===== src/rtl/player_motion.sv =====
// player_motion
//   Per-frame vertical physics for the surfer sprite. The rider is either
//   glued to the wave surface (RIDE) or flying ballistically under gravity
//   (AIR). All state advances once per frame, on the rising edge of vsync.
//
//   Ports
//     clock        65 MHz pixel clock
//     reset_n      synchronous active-low reset
//     vsync        active-high vsync; rising edge marks a frame
//     up, down     debounced buttons (level); rising edges are latched
//     wave_height  wave surface row under the player, stable around vsync
//     p_vpos       player row, 0 at the top, clamped to 0..SCREEN_HEIGHT-1
//     velocity     signed rows/frame, positive is downward
//     airborne     1 while in AIR (registered)
//     frame_tick   one-cycle pulse when new p_vpos/velocity first appear
//
//   Optional feature macro: PLAYER_DOUBLE_JUMP_EN
//     When defined, one extra jump is allowed per airborne period.
module player_motion #(
    parameter int SCREEN_HEIGHT = 768,
    parameter int VPOS_INIT     = 384,
    parameter int JUMP_VEL      = 12,
    parameter int GRAVITY       = 1,
    parameter int MAX_FALL      = 16
) (
    input  logic              clock,
    input  logic              reset_n,
    input  logic              vsync,
    input  logic              up,
    input  logic              down,
    input  logic [9:0]        wave_height,
    output logic [9:0]        p_vpos,
    output logic signed [7:0] velocity,
    output logic              airborne,
    output logic              frame_tick
);

    typedef enum logic {
        RIDE = 1'b0,
        AIR  = 1'b1
    } state_t;

    // Position math runs in 12-bit signed so that overshoot past either
    // screen edge is visible before clamping back to 10 bits.
    localparam logic signed [11:0] POS_MAX   = 12'(SCREEN_HEIGHT - 1);
    localparam logic signed [11:0] JUMP_STEP = 12'(JUMP_VEL);
    localparam logic signed [11:0] FALL_STEP = 12'(MAX_FALL);
    localparam logic signed [11:0] GRAV_STEP = 12'(GRAVITY);
    localparam logic signed [7:0]  VEL_JUMP  = 8'(-JUMP_VEL);
    localparam logic signed [7:0]  VEL_MAX   = 8'(MAX_FALL);
    localparam logic [9:0]         POS_INIT  = 10'(VPOS_INIT);
    localparam logic [9:0]         POS_TOP   = POS_MAX[9:0];

    // Edge-detect delay registers
    logic vs_q, up_q, dn_q;
    // Latched button presses waiting for the next frame
    logic up_pend_q, up_pend_d;
    logic dn_pend_q, dn_pend_d;

    state_t            state_q, state_d;
    logic [9:0]        pos_q, pos_d;
    logic signed [7:0] vel_q, vel_d;
    logic              air_q, air_d;
    logic              tick_q, tick_d;
`ifdef PLAYER_DOUBLE_JUMP_EN
    logic              dj_used_q, dj_used_d;
`endif

    logic tick, up_rise, dn_rise, up_req, dn_req;
    logic signed [11:0] pos_ext, vel_ext, wave_ext;
    logic signed [11:0] next_pos, vel_new, vel_sum, rise_pos;

    function automatic logic [9:0] clamp_pos(input logic signed [11:0] p);
        logic [9:0] r;
        if (p < 12'sd0)
            r = 10'd0;
        else if (p > POS_MAX)
            r = POS_TOP;
        else
            r = p[9:0];
        return r;
    endfunction

    always_comb begin
        tick    = vsync & ~vs_q;
        up_rise = up & ~up_q;
        dn_rise = down & ~dn_q;

        // A press arriving in the tick cycle itself is seen by that tick.
        up_req  = up_pend_q | up_rise;
        dn_req  = dn_pend_q | dn_rise;

        up_pend_d = tick ? 1'b0 : up_req;
        dn_pend_d = tick ? 1'b0 : dn_req;

        pos_ext  = {2'b00, pos_q};
        vel_ext  = {{4{vel_q[7]}}, vel_q};
        wave_ext = {2'b00, wave_height};

        vel_sum  = vel_ext + GRAV_STEP;
        next_pos = pos_ext;
        vel_new  = vel_ext;
        rise_pos = wave_ext - JUMP_STEP;

        state_d = state_q;
        pos_d   = pos_q;
        vel_d   = vel_q;
        tick_d  = tick;
`ifdef PLAYER_DOUBLE_JUMP_EN
        dj_used_d = dj_used_q;
`endif

        if (tick) begin
            case (state_q)
                RIDE: begin
                    // Pending dive is meaningless on the surface; dropped.
                    if (up_req) begin
                        state_d = AIR;
                        vel_d   = VEL_JUMP;
                        pos_d   = clamp_pos(rise_pos);
                    end else begin
                        vel_d = 8'sd0;
                        pos_d = clamp_pos(wave_ext);
                    end
                end
                AIR: begin
                    if (dn_req) begin
                        vel_new  = FALL_STEP;
                        next_pos = pos_ext + FALL_STEP;
                    end
`ifdef PLAYER_DOUBLE_JUMP_EN
                    else if (up_req && !dj_used_q) begin
                        vel_new   = -JUMP_STEP;
                        next_pos  = pos_ext - JUMP_STEP;
                        dj_used_d = 1'b1;
                    end
`endif
                    else begin
                        // Position advances by the velocity held before this
                        // frame's gravity; velocity saturates at MAX_FALL.
                        next_pos = pos_ext + vel_ext;
                        vel_new  = (vel_sum > FALL_STEP) ? FALL_STEP : vel_sum;
                    end

                    if (next_pos < 12'sd0) begin
                        // Bump the ceiling: stop dead, keep flying.
                        pos_d = 10'd0;
                        vel_d = 8'sd0;
                    end else if (next_pos >= wave_ext && !vel_new[11]) begin
                        state_d = RIDE;
                        pos_d   = clamp_pos(wave_ext);
                        vel_d   = 8'sd0;
                    end else if (next_pos > POS_MAX) begin
                        state_d = RIDE;
                        pos_d   = POS_TOP;
                        vel_d   = 8'sd0;
                    end else begin
                        pos_d = next_pos[9:0];
                        vel_d = (vel_new > FALL_STEP) ? VEL_MAX : vel_new[7:0];
                    end
                end
                default: state_d = RIDE;
            endcase
        end

`ifdef PLAYER_DOUBLE_JUMP_EN
        // The extra jump is re-armed whenever the rider is on the surface.
        if (state_d == RIDE)
            dj_used_d = 1'b0;
`endif

        air_d = (state_d == AIR);
    end

    always_ff @(posedge clock) begin
        if (!reset_n) begin
            vs_q      <= 1'b0;
            up_q      <= 1'b0;
            dn_q      <= 1'b0;
            up_pend_q <= 1'b0;
            dn_pend_q <= 1'b0;
            state_q   <= RIDE;
            pos_q     <= POS_INIT;
            vel_q     <= 8'sd0;
            air_q     <= 1'b0;
            tick_q    <= 1'b0;
`ifdef PLAYER_DOUBLE_JUMP_EN
            dj_used_q <= 1'b0;
`endif
        end else begin
            vs_q      <= vsync;
            up_q      <= up;
            dn_q      <= down;
            up_pend_q <= up_pend_d;
            dn_pend_q <= dn_pend_d;
            state_q   <= state_d;
            pos_q     <= pos_d;
            vel_q     <= vel_d;
            air_q     <= air_d;
            tick_q    <= tick_d;
`ifdef PLAYER_DOUBLE_JUMP_EN
            dj_used_q <= dj_used_d;
`endif
        end
    end

    assign p_vpos     = pos_q;
    assign velocity   = vel_q;
    assign airborne   = air_q;
    assign frame_tick = tick_q;

endmodule


===== config.mk =====
export PLATFORM = sky130hd
export DESIGN_NAME = player_motion
export DESIGN_NICKNAME = d
export VERILOG_FILES = /design/src/rtl/player_motion.sv
export SDC_FILE = /design/constraint.sdc
export NUM_CORES = 1
export LEC_CHECK = 0
export ABC_AREA = 1
export BUFFER_PORTS_ARGS = -buffer_cell sky130_fd_sc_hd__buf_4
export CORE_MARGIN = 8
export CORE_UTILIZATION = 30
export CTS_CLUSTER_DIAMETER = 200
export CTS_CLUSTER_SIZE = 40
export DETAILED_ROUTE_END_ITERATION = 12
export PLACE_DENSITY = 0.57
export SYNTH_ARGS = -nofsm -noshare
export SYNTH_HDL_FRONTEND = slang
export SYNTH_SLANG_ARGS = --single-unit

===== constraint.sdc =====
create_clock -name clock -period 3.1 [get_ports clock]
set_clock_uncertainty 0.1 [all_clocks]
set_input_delay 0.465 -clock clock [delete_from_list [all_inputs] [get_ports clock]]
set_output_delay 0.465 -clock clock [all_outputs]
set_load 0.01 [all_outputs]

* Word level (Yosys, flattened, before mapping)
Index checks and enable logic that the tools add are counted.
** Word-level totals
- Register bits :: 25
- Input port bits :: 15
- Memory bits (read-only) :: 0
- Latch bits :: 0
- Memories kept :: 0
- RAM bits :: 0
** Operators by class
- Bitwise operators :: 10
- Muxes and demuxes :: 26
- Magnitude comparators :: 8
- $add $sub $neg :: 4
- Divide/modulo/power cells :: 0
- Reduce and logical (&&, ||, !) cells :: 3
- Eq/ne operators :: 0
- Shift operators :: 0
- Multiply operators :: 0
** Operators by type and width (count)
- $mux 12 :: 7
- $mux 10 :: 7
- $mux 8 :: 5
- $pmux 10 s2 :: 1
- $pmux 8 s2 :: 1
- $add 11x8->12 :: 1
- $ge 12x11->1 :: 1
- $gt 12x11->1 const B :: 1
- $gt 12x6->1 const B :: 1
- $lt 12x1->1 const B :: 1
- $add 10x5->11 const B :: 1
- $gt 11x11->1 const B :: 1
- $lt 11x1->1 const B :: 1
- $sub 10x4->11 const B :: 1
- $gt 10x10->1 const B :: 1
- $add 8x2->9 const B :: 1
- $gt 9x6->1 const B :: 1
- $not 1->1 :: 5
- $mux 1 :: 4
- $and 1x1->1 :: 3
- $or 1x1->1 :: 2
- $pmux 1 s2 :: 1
- $reduce_or 2->1 :: 1
- $logic_and 1x1->1 :: 1
- $logic_not 1->1 :: 1

* Longest topological paths before layout
Gate-level depths: netlist (run 1).
- Depth in word-level cells :: 12
- Gate-level depth with buffers :: 28
- Depth with buffers taken out :: 26

* Worst setup path after synthesis (run 1)
Ideal clock, no wire load.
- Path type :: flip-flop to flip-flop
- Start point :: register vel_q[0] (netlist: velocity[0])
- End point :: register pos_q[4] (netlist: p_vpos[4])
- Library setup time :: 0.112 ns
- Cell stages (with the launch flop) :: 22
- Slack :: 0.080 ns
- Required time :: 2.888 ns
- Arrival time :: 2.808 ns
- Path through :: dfxtp_1 -> ha_1 -> inv_1 -> fa_1 -> inv_1 -> a21oi_1 -> xor2_1 -> mux2i_1 -> ha_1 -> nand2_1 -> inv_1 -> a221oi_1 -> nand2_1 -> nand2_1 -> nand3_2 -> nand2_2 -> buf_6 -> nand2_1 -> nand3_1 -> nand2_1 -> nand2_1 -> nand2_1
** On the way
- Longest elaborated chain between the ends :: 11
- Elaborated cells on any way between the ends :: 19
- Classes of those cells :: 2 x add/sub; 4 x order compare; 11 x mux; 2 x reduce/logical
** RTL lines
- start: declaration :: RTL line 62 : logic signed [7:0] vel_q, vel_d;
- start signal: assignment :: RTL line 198 : vel_q <= vel_d;
- $add 8x2->9 :: RTL line 100 : vel_sum = vel_ext + GRAV_STEP;
- $gt 9x6->1 :: RTL line 142 : vel_new = (vel_sum > FALL_STEP) ? FALL_STEP : vel_sum;
- $mux 12 :: RTL line 142
- $mux 12 :: RTL line 127 : if (dn_req) begin
- $mux 12 :: RTL line 114 : case (state_q)
- $mux 12 :: RTL line 113 : if (tick) begin
- $logic_not 1->1 :: RTL line 149 : end else if (next_pos >= wave_ext && !vel_new[11]) begin
- $logic_and 1x1->1 :: RTL line 149
- $mux 10 :: RTL line 149
- $mux 10 (*) :: RTL line 145 : if (next_pos < 12'sd0) begin
- $pmux 10 s2 (*) :: RTL line 114
- end signal: assignment :: RTL line 197 : pos_q <= pos_d;
- end: declaration :: RTL line 61 : logic [9:0] pos_q, pos_d;
Mark *: on every way between the ends. The rest lies on a longest branch, timed or not. The select of a mux whose other input is x is not followed.
A chain may end at the register's enable or synchronous reset.

* Final worst setup path (run 1)
- Start point :: register pos_q[0] (netlist: p_vpos[0])
- End point :: register pos_q[1] (netlist: p_vpos[1])
** On the way
- Longest elaborated chain between the ends :: 9
- Elaborated cells on any way between the ends :: 13
- Classes of those cells :: 2 x add/sub; 3 x order compare; 7 x mux; 1 x reduce/logical
** RTL lines (RTL line)
- $add 11x8->12 / $add 10x5->11 (equally long branches) :: 141, 129
- $mux 12 (*) :: 127
- $mux 12 (*) :: 114
- $mux 12 (*) :: 113
- $gt 12x11->1 / $ge 12x11->1 (equally long branches) :: 153, 149
- $mux 10 / $logic_and 1x1->1 (equally long branches) :: 153, 149
- $mux 10 :: 149
- $mux 10 (*) :: 145
- $pmux 10 s2 (*) :: 114
Marks and branches as above.

==> results of run 1 <==
[worst register-to-register path, delay by kind of cell (launching register included)]
kind / cells / cell delay [ns]
buf+inv: 4 / 0.35
fa+ha+maj: 3 / 0.86
xor+xnor: 1 / 0.16
mux: 1 / 0.21
compound gates: 2 / 0.28
simple gates: 9 / 0.76
flops: 1 / 0.37
[power breakdown]
| part | switching, W | leakage (nW) | internal, W | total (W) |
|---|---|---|---|---|
| logic | 0.000456 | 1.74 | 0.000304 | 0.000760 |
| registers | 0.0000226 | 0.206 | 0.000346 | 0.000368 |
| clock network | 0.000124 | 0.0217 | 0.0000917 | 0.000216 |
[worst max path at each step]
stage,start,to,cells past startpoint
2_1_floorplan,velocity[0],p_vpos[4],21
3_3_place_gp,p_vpos[0],velocity[4],19
3_5_place_dp,p_vpos[0],velocity[4],19
4_1_cts,velocity[0],p_vpos[6],20
5_1_grt,p_vpos[0],p_vpos[1],20
6_report,p_vpos[0],p_vpos[1],20
[through the flow]
| stage | utilization, % | hold slack, ns | TNS (ns) | instance area [sq um] |
|---|---|---|---|---|
| global route | 39.9 | 0.263 | -2.70 | 3870 |
| global placement | 37.1 | 0.394 | -0.792 | 3590 |
| floorplan | - | 0.386 | 0 | 2960 |
| finish | 39.9 | 0.256 | -0.243 | 3870 |
| detailed placement | 37.1 | 0.426 | -1.24 | 3590 |
| CTS | 38.3 | 0.255 | 0 | 3710 |
[cell families after synthesis]
kind of cell	after synthesis	share of synthesized area [%]
simple gates	271	40.6
buf+inv	85	11.7
compound gates	70	14.5
fa+ha+maj	27	11.7
flops	25	16.9
xor+xnor	13	4.35
mux	1	0.338
[placed cells by master (no fill, tap or decap), types with 2 or more instances in the layout]
cell and instances:
nand2_1 133, buf_4 75, inv_1 59, nor2_1 50, nand3_1 42, ha_1 23, dfxtp_1 23, a21oi_1 21
inv_2 14, nand2_2 12, o21ai_0 10, xor2_1 9, o21ai_1 9, nand3_2 9, a21oi_2 8, nand4_1 7
o22ai_1 5, nor2_2 4, nand2_4 4, a31oi_1 4, o21bai_1 3, or2_1 3, nor2_4 3, ha_4 3
clkbuf_8 3, a21oi_4 2, o21bai_2 2, xnor2_1 2, nand3_4 2, clkinv_1 2, xor2_2 2, nor3_1 2
o211ai_1 2, buf_6 2, dfxtp_2 2
[layout make-up]
cell class / instances / area, sq um
Clock buffer: 3 / 41.3
Fill cell: 1053 / 5820
Timing Repair Buffer: 77 / 586
Inverter: 76 / 288
Clock inverter: 1 / 7.51
Tap cell: 133 / 166
Multi-Input combinational cell: 383 / 2280
Sequential cell: 25 / 503
[sequential cells by signal (all words and copies together) (netlist names)]
signal and flops:
airborne 1, dn_pend_q 1, dn_q 1, frame_tick 1
p_vpos 10, up_pend_q 1, up_q 1, velocity 8
vs_q 1
[layer usage]
| metal | vias to the layer above | track usage (%) | wire length (um) |
|---|---|---|---|
| met1 | 1528 | 19.1 | 4600 |
| met5 | - | 0 | 0 |
| li1 | 1731 | - | - |
| met2 | 81 | 24.9 | 4460 |
| met4 | 0 | 3.42 | 127 |
| met3 | 8 | 0.735 | 367 |
[repair_timing]
action	CTS	global route
setup buffers	2	4
pin swaps	3	22
gates cloned	2	0
endpoints found under the setup margin	16	16
endpoints found under the hold margin	0	0
gates resized for setup	13	29
==> results.toml, run 1 <==
[critical_path]
r2r_slack_ns = -0.05
crit_chain = "ha_4, inv_4, fa_2, inv_2, a21oi_2, xor2_1, mux2i_1, ha_1, nand2_1, inv_1, a221oi_2, nand2_1, nand2_2, nand3_4, buf_6, nand3_1, nand3_1, nand2_1, nand2_1, nand2_1"
startpoint_type = "flop"
slowest_delay_ns = 0.41
worst-r2r-cell-count = 20
critPathMaxFanout = 5
path_common_cell = "nand2_1"
worstSetupEndpointType = "flop"
cpMaxStageDelayCell = "fa_2"
cp_top_family = "adder cells"
reg2reg_from = "p_vpos[0]"
critPathRequiredTime_ns = 3.23
worstPathBufferInverterCount = 4
criticalPathCategory = "flop to flop"
rr_endpoint = "p_vpos[1]"
arrival_ns = 3.28

[logic_synthesis]
yosys_most_used_dff = "dfxtp_1"
synth.area.top_cells = "nand2_1, dfxtp_1, ha_1, nand3_1, inv_1"
synth_commonest_cells = "nand2_1, inv_1, nor2_1"
yosysTopAreaCell = "nand2_1"
synth_edf_count = 0
synth_area_sq_um = 2960
synth.most_common_cell = "nand2_1"
syn_area_per_cell_sq_um = 6.02
synth_seq_cells = 25
async_flop_share_pct = 0
synth_nets = 534
synth-seq-area-share_pct = 16.9
ys_types = 40
yosysWarnings = 0
synthCells = 492
netlist.area_leader.share_pct = 17.7

[detailed_routing]
drcViolationCount = 0
wire_per_inst_um = 13.7
vias = 3348
via_per_inst = 4.80
routed_wl_um = 9550
final_antenna_net_count = 0
dr.pass1.iters = 4
first_iter_violations = 224

[hold_path]
min_delay_worst_endpoint = "up_q"
min_from = "up"
min_path_type = "input pin to flop"
min_path_cells = 3

[placed_design]
dp.cells = 686
place_ws_ns = -0.127
gp_congestion = 0.897
hpwlAfterDp_um = 7780
io_buffers = 34

[floorplan]
initial_core_util_pct = 30.6
io_pins = 35
die_w_um = 115
num_rows = 36
die_area_sq_um = 13300
die_h_um = 115
fp.coreArea_sq_um = 9680

[cts]
cts_tree = "yes"
cts_max_level = 1
path_clk_slew_ns = 0.11
clock_path_buffers = 2
cts_made_buffers = 3
clkLatencyLatePin_ns = 0.29
holdBufCountCts = 0
root_buffer = "clkbuf_8"
cts_sinks = 25

[timing]
finalSetupViolCount = 10
timing.final.crit_share_pct = 102
tightest_slew_ns = 0.612
fin_ws_ns = -0.0474
slew_headroom_pct = 59.2
clock.fmax_mhz = 318
final_max_slew_viol_count = 0
finalHoldViolCount = 0
grt_setup_unrepaired = "true"
post-route-min-period_ns = 3.15

[power]
ir_drop_mv = 0.154
p_total_w = 0.00134
p_leak_nw = 1.97
power_density_nw_per_um2 = 347

[grt]
grt_max_degree = 16
grt_pass1_vias = 3248
antenna_found_initial = 0
grt_pass1_wl_um = 15800
overflow = 0
track_usage_pct = 14.4

[run]
maxCapViolations = 0

[cells_and_area]
final_cells = 698
drive_above_1_share_pct = 27.4
nets = 608
diodes = 0
synthToLayoutAreaGrowth_pct = 30.5

[status]
status = "finished, violations left"
violations = "negative setup slack"
Note: power is estimated with default switching activity, not from simulation.
==> inputs of run 2 (changes only) <==
- PLACE_DENSITY: 0.57 -> not set
==> run 2 against run 1 <==
The flow still finishes with violations (negative setup slack). Maximum frequency grew 0.45%. Routed wire length shrank 0.19%. Via count unchanged. Critical path depth shrank 1. Flip-flop and latch count unchanged. Core utilization increased by 0.85 points. Clock-buffer cell count is the same. Non-clock buffer count unchanged. Largest cell class unchanged.
==> results.toml, run 2 (synthesized netlist as in run 1, its figures left out) <==
[timing]
clock.fmax_mhz = 319
timing.final.crit_share_pct = 101
slew_headroom_pct = 59.6
grt_setup_unrepaired = "true"
finalSetupViolCount = 10
tightest_slew_ns = 0.606
fin_ws_ns = -0.0333
hold_slack_ns = 0.286
post-route-min-period_ns = 3.13
final_max_slew_viol_count = 0
finalHoldViolCount = 0
tns_ns = -0.170

[cells_and_area]
nets = 607
final_cell_mix = "nand2_1, buf_4, inv_1, nor2_1, nand3_1"
synthToLayoutAreaGrowth_pct = 33.3
largest_reg_flops = 10
drive_above_1_share_pct = 30.5
final_common_cell = "nand2_1"
nFillCells = 1036
diodes = 0

[detailed_routing]
final_antenna_net_count = 0
vias = 3348
first_iter_violations = 209
routed_wl_um = 9540
via_per_inst = 4.80
wire_per_inst_um = 13.7
drcViolationCount = 0
dr.pass1.iters = 4

[cts]
cts_tree = "yes"
cts_made_buffers = 3
holdBufCountCts = 0
cts_max_level = 1
clkLatencyLatePin_ns = 0.27
clock_path_buffers = 2
root_buffer = "clkbuf_8"
cts_sinks = 25
path_clk_slew_ns = 0.10

[critical_path]
startpoint_type = "flop"
critPathMaxFanout = 6
criticalPathCategory = "flop to flop"
critPathRequiredTime_ns = 3.21
worstSetupEndpointType = "flop"
arrival_ns = 3.24
r2r_slack_ns = -0.03
worst-r2r-cell-count = 19
rr_endpoint = "p_vpos[8]"
reg2reg_from = "p_vpos[0]"

[floorplan]
io_pins = 35
initial_core_util_pct = 30.6
die_area_sq_um = 13300
die_w_um = 115
fp.coreArea_sq_um = 9680
die_h_um = 115
num_rows = 36

[grt]
grt_pass1_vias = 3101
grt_max_degree = 16
antenna_found_initial = 0
grt_pass1_wl_um = 14800
track_usage_pct = 13.6
overflow = 0

[power]
swShare_pct = 43.6
combPwrFrac_pct = 58.4
power_frac_seq_pct = 26.8
p_switching_w = 0.000604
ir_drop_mv = 0.149
pwr-share-clk_pct = 14.8
p_int_w = 0.000781
power_density_nw_per_um2 = 351
p_leak_nw = 1.96

[placed_design]
place_ws_ns = -0.233
hpwlAfterDp_um = 7660
io_buffers = 34
gp_congestion = 0.950

[hold_path]
min_path_cells = 3
min_from = "up"
min_delay_worst_endpoint = "up_q"
min_path_type = "input pin to flop"

[run]
maxCapViolations = 0

[status]
violations = "negative setup slack"
status = "finished, violations left"
==> run 2: changes by cell type in the layout (fill, tap and decap cells not counted), sizes merged <==
cell,before,now
nand2,149,148
==> run 2: worst max-delay path, stage by stage (launching register included) <==
cell and delay (ns):
dfxtp_2 0.37, ha_4 0.15, inv_2 0.04, fa_2 0.36, inv_2 0.10, a21oi_2 0.07, xor2_1 0.16, mux2i_1 0.21
ha_1 0.30, nand2_2 0.09, inv_2 0.04, a221oi_2 0.23, nand2_1 0.10, nand2_2 0.10, nand3_4 0.09, nand2_4 0.11
buf_12 0.12, buf_6 0.09, nand4_1 0.08, a21oi_2 0.15
==> run 2: final cells by class <==
type | count | area, sq um | area share (%)
Multi-Input combinational cell | 382 | 2320 | 58.8
Timing Repair Buffer | 77 | 614 | 15.6
Sequential cell | 25 | 514 | 13.0
Inverter | 76 | 285 | 7.22
Tap cell | 133 | 166 | 4.21
Clock buffer | 3 | 41.3 | 1.05
Clock inverter | 1 | 7.51 | 0.190
==> run 2: stage by stage <==
step / cells / power (W) / util, % / cell area (sq um)
after detailed placement: 684 / 0.00106 / 37.2 / 3600
after floorplan: 492 / 0.000817 / - / 2960
after global placement: 684 / 0.00106 / 37.2 / 3600
final: 697 / 0.00139 / 40.8 / 3950
after global routing: 697 / 0.00150 / 40.8 / 3950
after CTS: 691 / 0.00129 / 38.3 / 3710
==> run 2: power by group through the flow <==
stage                     clock network (W)  registers (W)  logic (W)
after floorplan                           0       0.000386   0.000431
after global placement                    0       0.000371   0.000685
after detailed placement                  0       0.000371   0.000689
after CTS                          0.000215       0.000365   0.000706
after global routing               0.000231       0.000374   0.000889
final                              0.000205       0.000372   0.000809
==> run 2: how the worst max path moves through the flow <==
stage / slack, ns / endpoint / cells after the start / startpoint
2_1_floorplan: 0.08 / p_vpos[4] / 21 / velocity[0]
3_3_place_gp: -0.14 / p_vpos[2] / 23 / p_vpos[0]
3_5_place_dp: -0.23 / p_vpos[2] / 23 / p_vpos[0]
4_1_cts: 0.01 / p_vpos[2] / 21 / velocity[0]
5_1_grt: -0.20 / p_vpos[5] / 21 / p_vpos[0]
6_report: -0.03 / p_vpos[8] / 19 / p_vpos[0]
==> run 2: what timing repair did <==
action | in CTS | in global routing
pin swaps | 4 | 23
buffers inserted | 3 | 6
resized for setup | 13 | 51
endpoints found under the setup margin | 16 | 16
==> run 2: routing by layer <==
layer  global-route usage (%)  wire [um]  up-vias
met3                     1.26        419        9
li1                         -          -     1726
met2                     23.8       4560       76
met5                        0          0        -
met1                     17.4       4440     1537
met4                     3.59        119        0
==> inputs of run 3 (changes only) <==
- CTS_BUF_LIST: not set -> sky130_fd_sc_hd__clkbuf_16
- CTS_CLUSTER_SIZE: 40 -> 20
==> run 3 against run 2 <==
The run now ends clean. Sequential share of layout area down 0.17 points. Non-clock buffer count decreased by 2. First-iteration DRC count down 6.7%. Largest cell class unchanged. Highest routed layer unchanged.
==> results.toml, run 3 (synthesized netlist as in run 1, its figures left out) <==
[floorplan]
die_w_um = 115
io_pins = 35
die_h_um = 115
fp.coreArea_sq_um = 9680
initial_core_util_pct = 30.6
num_rows = 36
die_area_sq_um = 13300

[timing]
finalSetupViolCount = 0
fin_ws_ns = 0.0100
finalHoldViolCount = 0
clock.fmax_mhz = 324
tns_ns = 0
final_max_slew_viol_count = 0
timing.final.crit_share_pct = 99.7
tightest_slew_ns = 0.596
slew_headroom_pct = 60.2
post-route-min-period_ns = 3.09
grt_setup_unrepaired = "true"
hold_slack_ns = 0.294

[hold_path]
min_path_type = "input pin to flop"
min_path_cells = 3

[cts]
clock_path_buffers = 2
cts_tree = "yes"
cts_sinks = 25
cts_max_level = 1
cts_made_buffers = 3
path_clk_slew_ns = 0.07
root_buffer = "clkbuf_16"
clkLatencyLatePin_ns = 0.26
holdBufCountCts = 0

[cells_and_area]
drive_above_1_share_pct = 30.4
nFillCells = 1026
diodes = 0
synthToLayoutAreaGrowth_pct = 34.7
ff_latch_area_sq_um = 513
final_cells = 695
nets = 605
final_common_cell = "nand2_1"
fin_util_pct = 41.2
largest_reg_flops = 10
final_cell_mix = "nand2_1, buf_4, inv_1, nor2_1, nand3_1"
multi_input_area_sq_um = 2340

[power]
power_density_nw_per_um2 = 371
p_leak_nw = 1.97
ir_drop_mv = 0.193

[detailed_routing]
drcViolationCount = 0
via_per_inst = 4.82
final_antenna_net_count = 0
routed_wl_um = 9560
wire_per_inst_um = 13.8
first_iter_violations = 195
vias = 3352
dr.pass1.iters = 4

[placed_design]
dp.cells = 684
gp_congestion = 0.950
io_buffers = 34
hpwlAfterDp_um = 7660
place_ws_ns = -0.233

[grt]
track_usage_pct = 13.7
grt_pass1_wl_um = 14800
grt_max_degree = 16
overflow = 0
grt_pass1_vias = 3102
antenna_found_initial = 0

[critical_path]
critPathRequiredTime_ns = 3.16
worstSetupEndpointType = "flop"
criticalPathCategory = "flop to flop"
worst-r2r-cell-count = 21
critPathMaxFanout = 4
arrival_ns = 3.15
startpoint_type = "flop"

[run]
maxCapViolations = 0

[status]
status = "completed"
[run 3: final timing paths]
check / start / to / slack, ns
max: p_vpos[0] / p_vpos[2] / 0.01
min: up / up_q / 0.29
max reg2reg: p_vpos[0] / p_vpos[2] / 0.01
min reg2reg: dn_pend_q / dn_pend_q / 0.44
[run 3: final cells by class]
type	count	share of cell area, %
clock buffer	3	1.88
clock inverter	1	0.188
inverter	76	7.15
multi-input combinational	382	58.7
sequential	25	12.9
tap	133	4.17
timing repair buffer	75	15.1
[run 3: repair_timing]
action,in CTS,in global routing
gates resized for setup,15,53
endpoints found under the hold margin,0,0
setup buffers,2,5
endpoints found under the setup margin,16,16
pin swaps,5,25
[run 3: power by group]
| group | internal [W] | leakage, nW | switching, W |
|---|---|---|---|
| Sequential | 0.000347 | 0.209 | 0.0000246 |
| Combinational | 0.000339 | 1.73 | 0.000468 |
| Clock | 0.000176 | 0.0371 | 0.000128 |
[run 3: metal layers]
metal	up-vias	GRT usage, %	part of all wire, %
met2	74	24.1	48
met3	12	1.58	5.3
met1	1547	17.1	45
met4	0	3.50	1.2
met5	-	0	0
li1	1719	-	-
[run 3: critical path: stages (launching register included)]
cell and delay (ns):
dfxtp_2 0.36, ha_4 0.16, inv_2 0.04, fa_2 0.36, inv_2 0.10, a21oi_2 0.07
xor2_1 0.16, mux2i_1 0.20, ha_1 0.29, nand2_2 0.08, inv_2 0.04, a221oi_2 0.23
nand2_1 0.09, nand2_2 0.10, nand3_4 0.09, nand2_4 0.10, buf_6 0.13, nand2_2 0.05
nand3_2 0.06, nand2_2 0.05, nand2_2 0.07, nand2_2 0.05
[run 3: through the flow]
stage / area (sq um) / power, W
floorplan: 2960 / 0.000817
global placement: 3600 / 0.00106
detailed placement: 3600 / 0.00106
CTS: 3740 / 0.00138
global route: 3990 / 0.00159
finish: 3990 / 0.00148
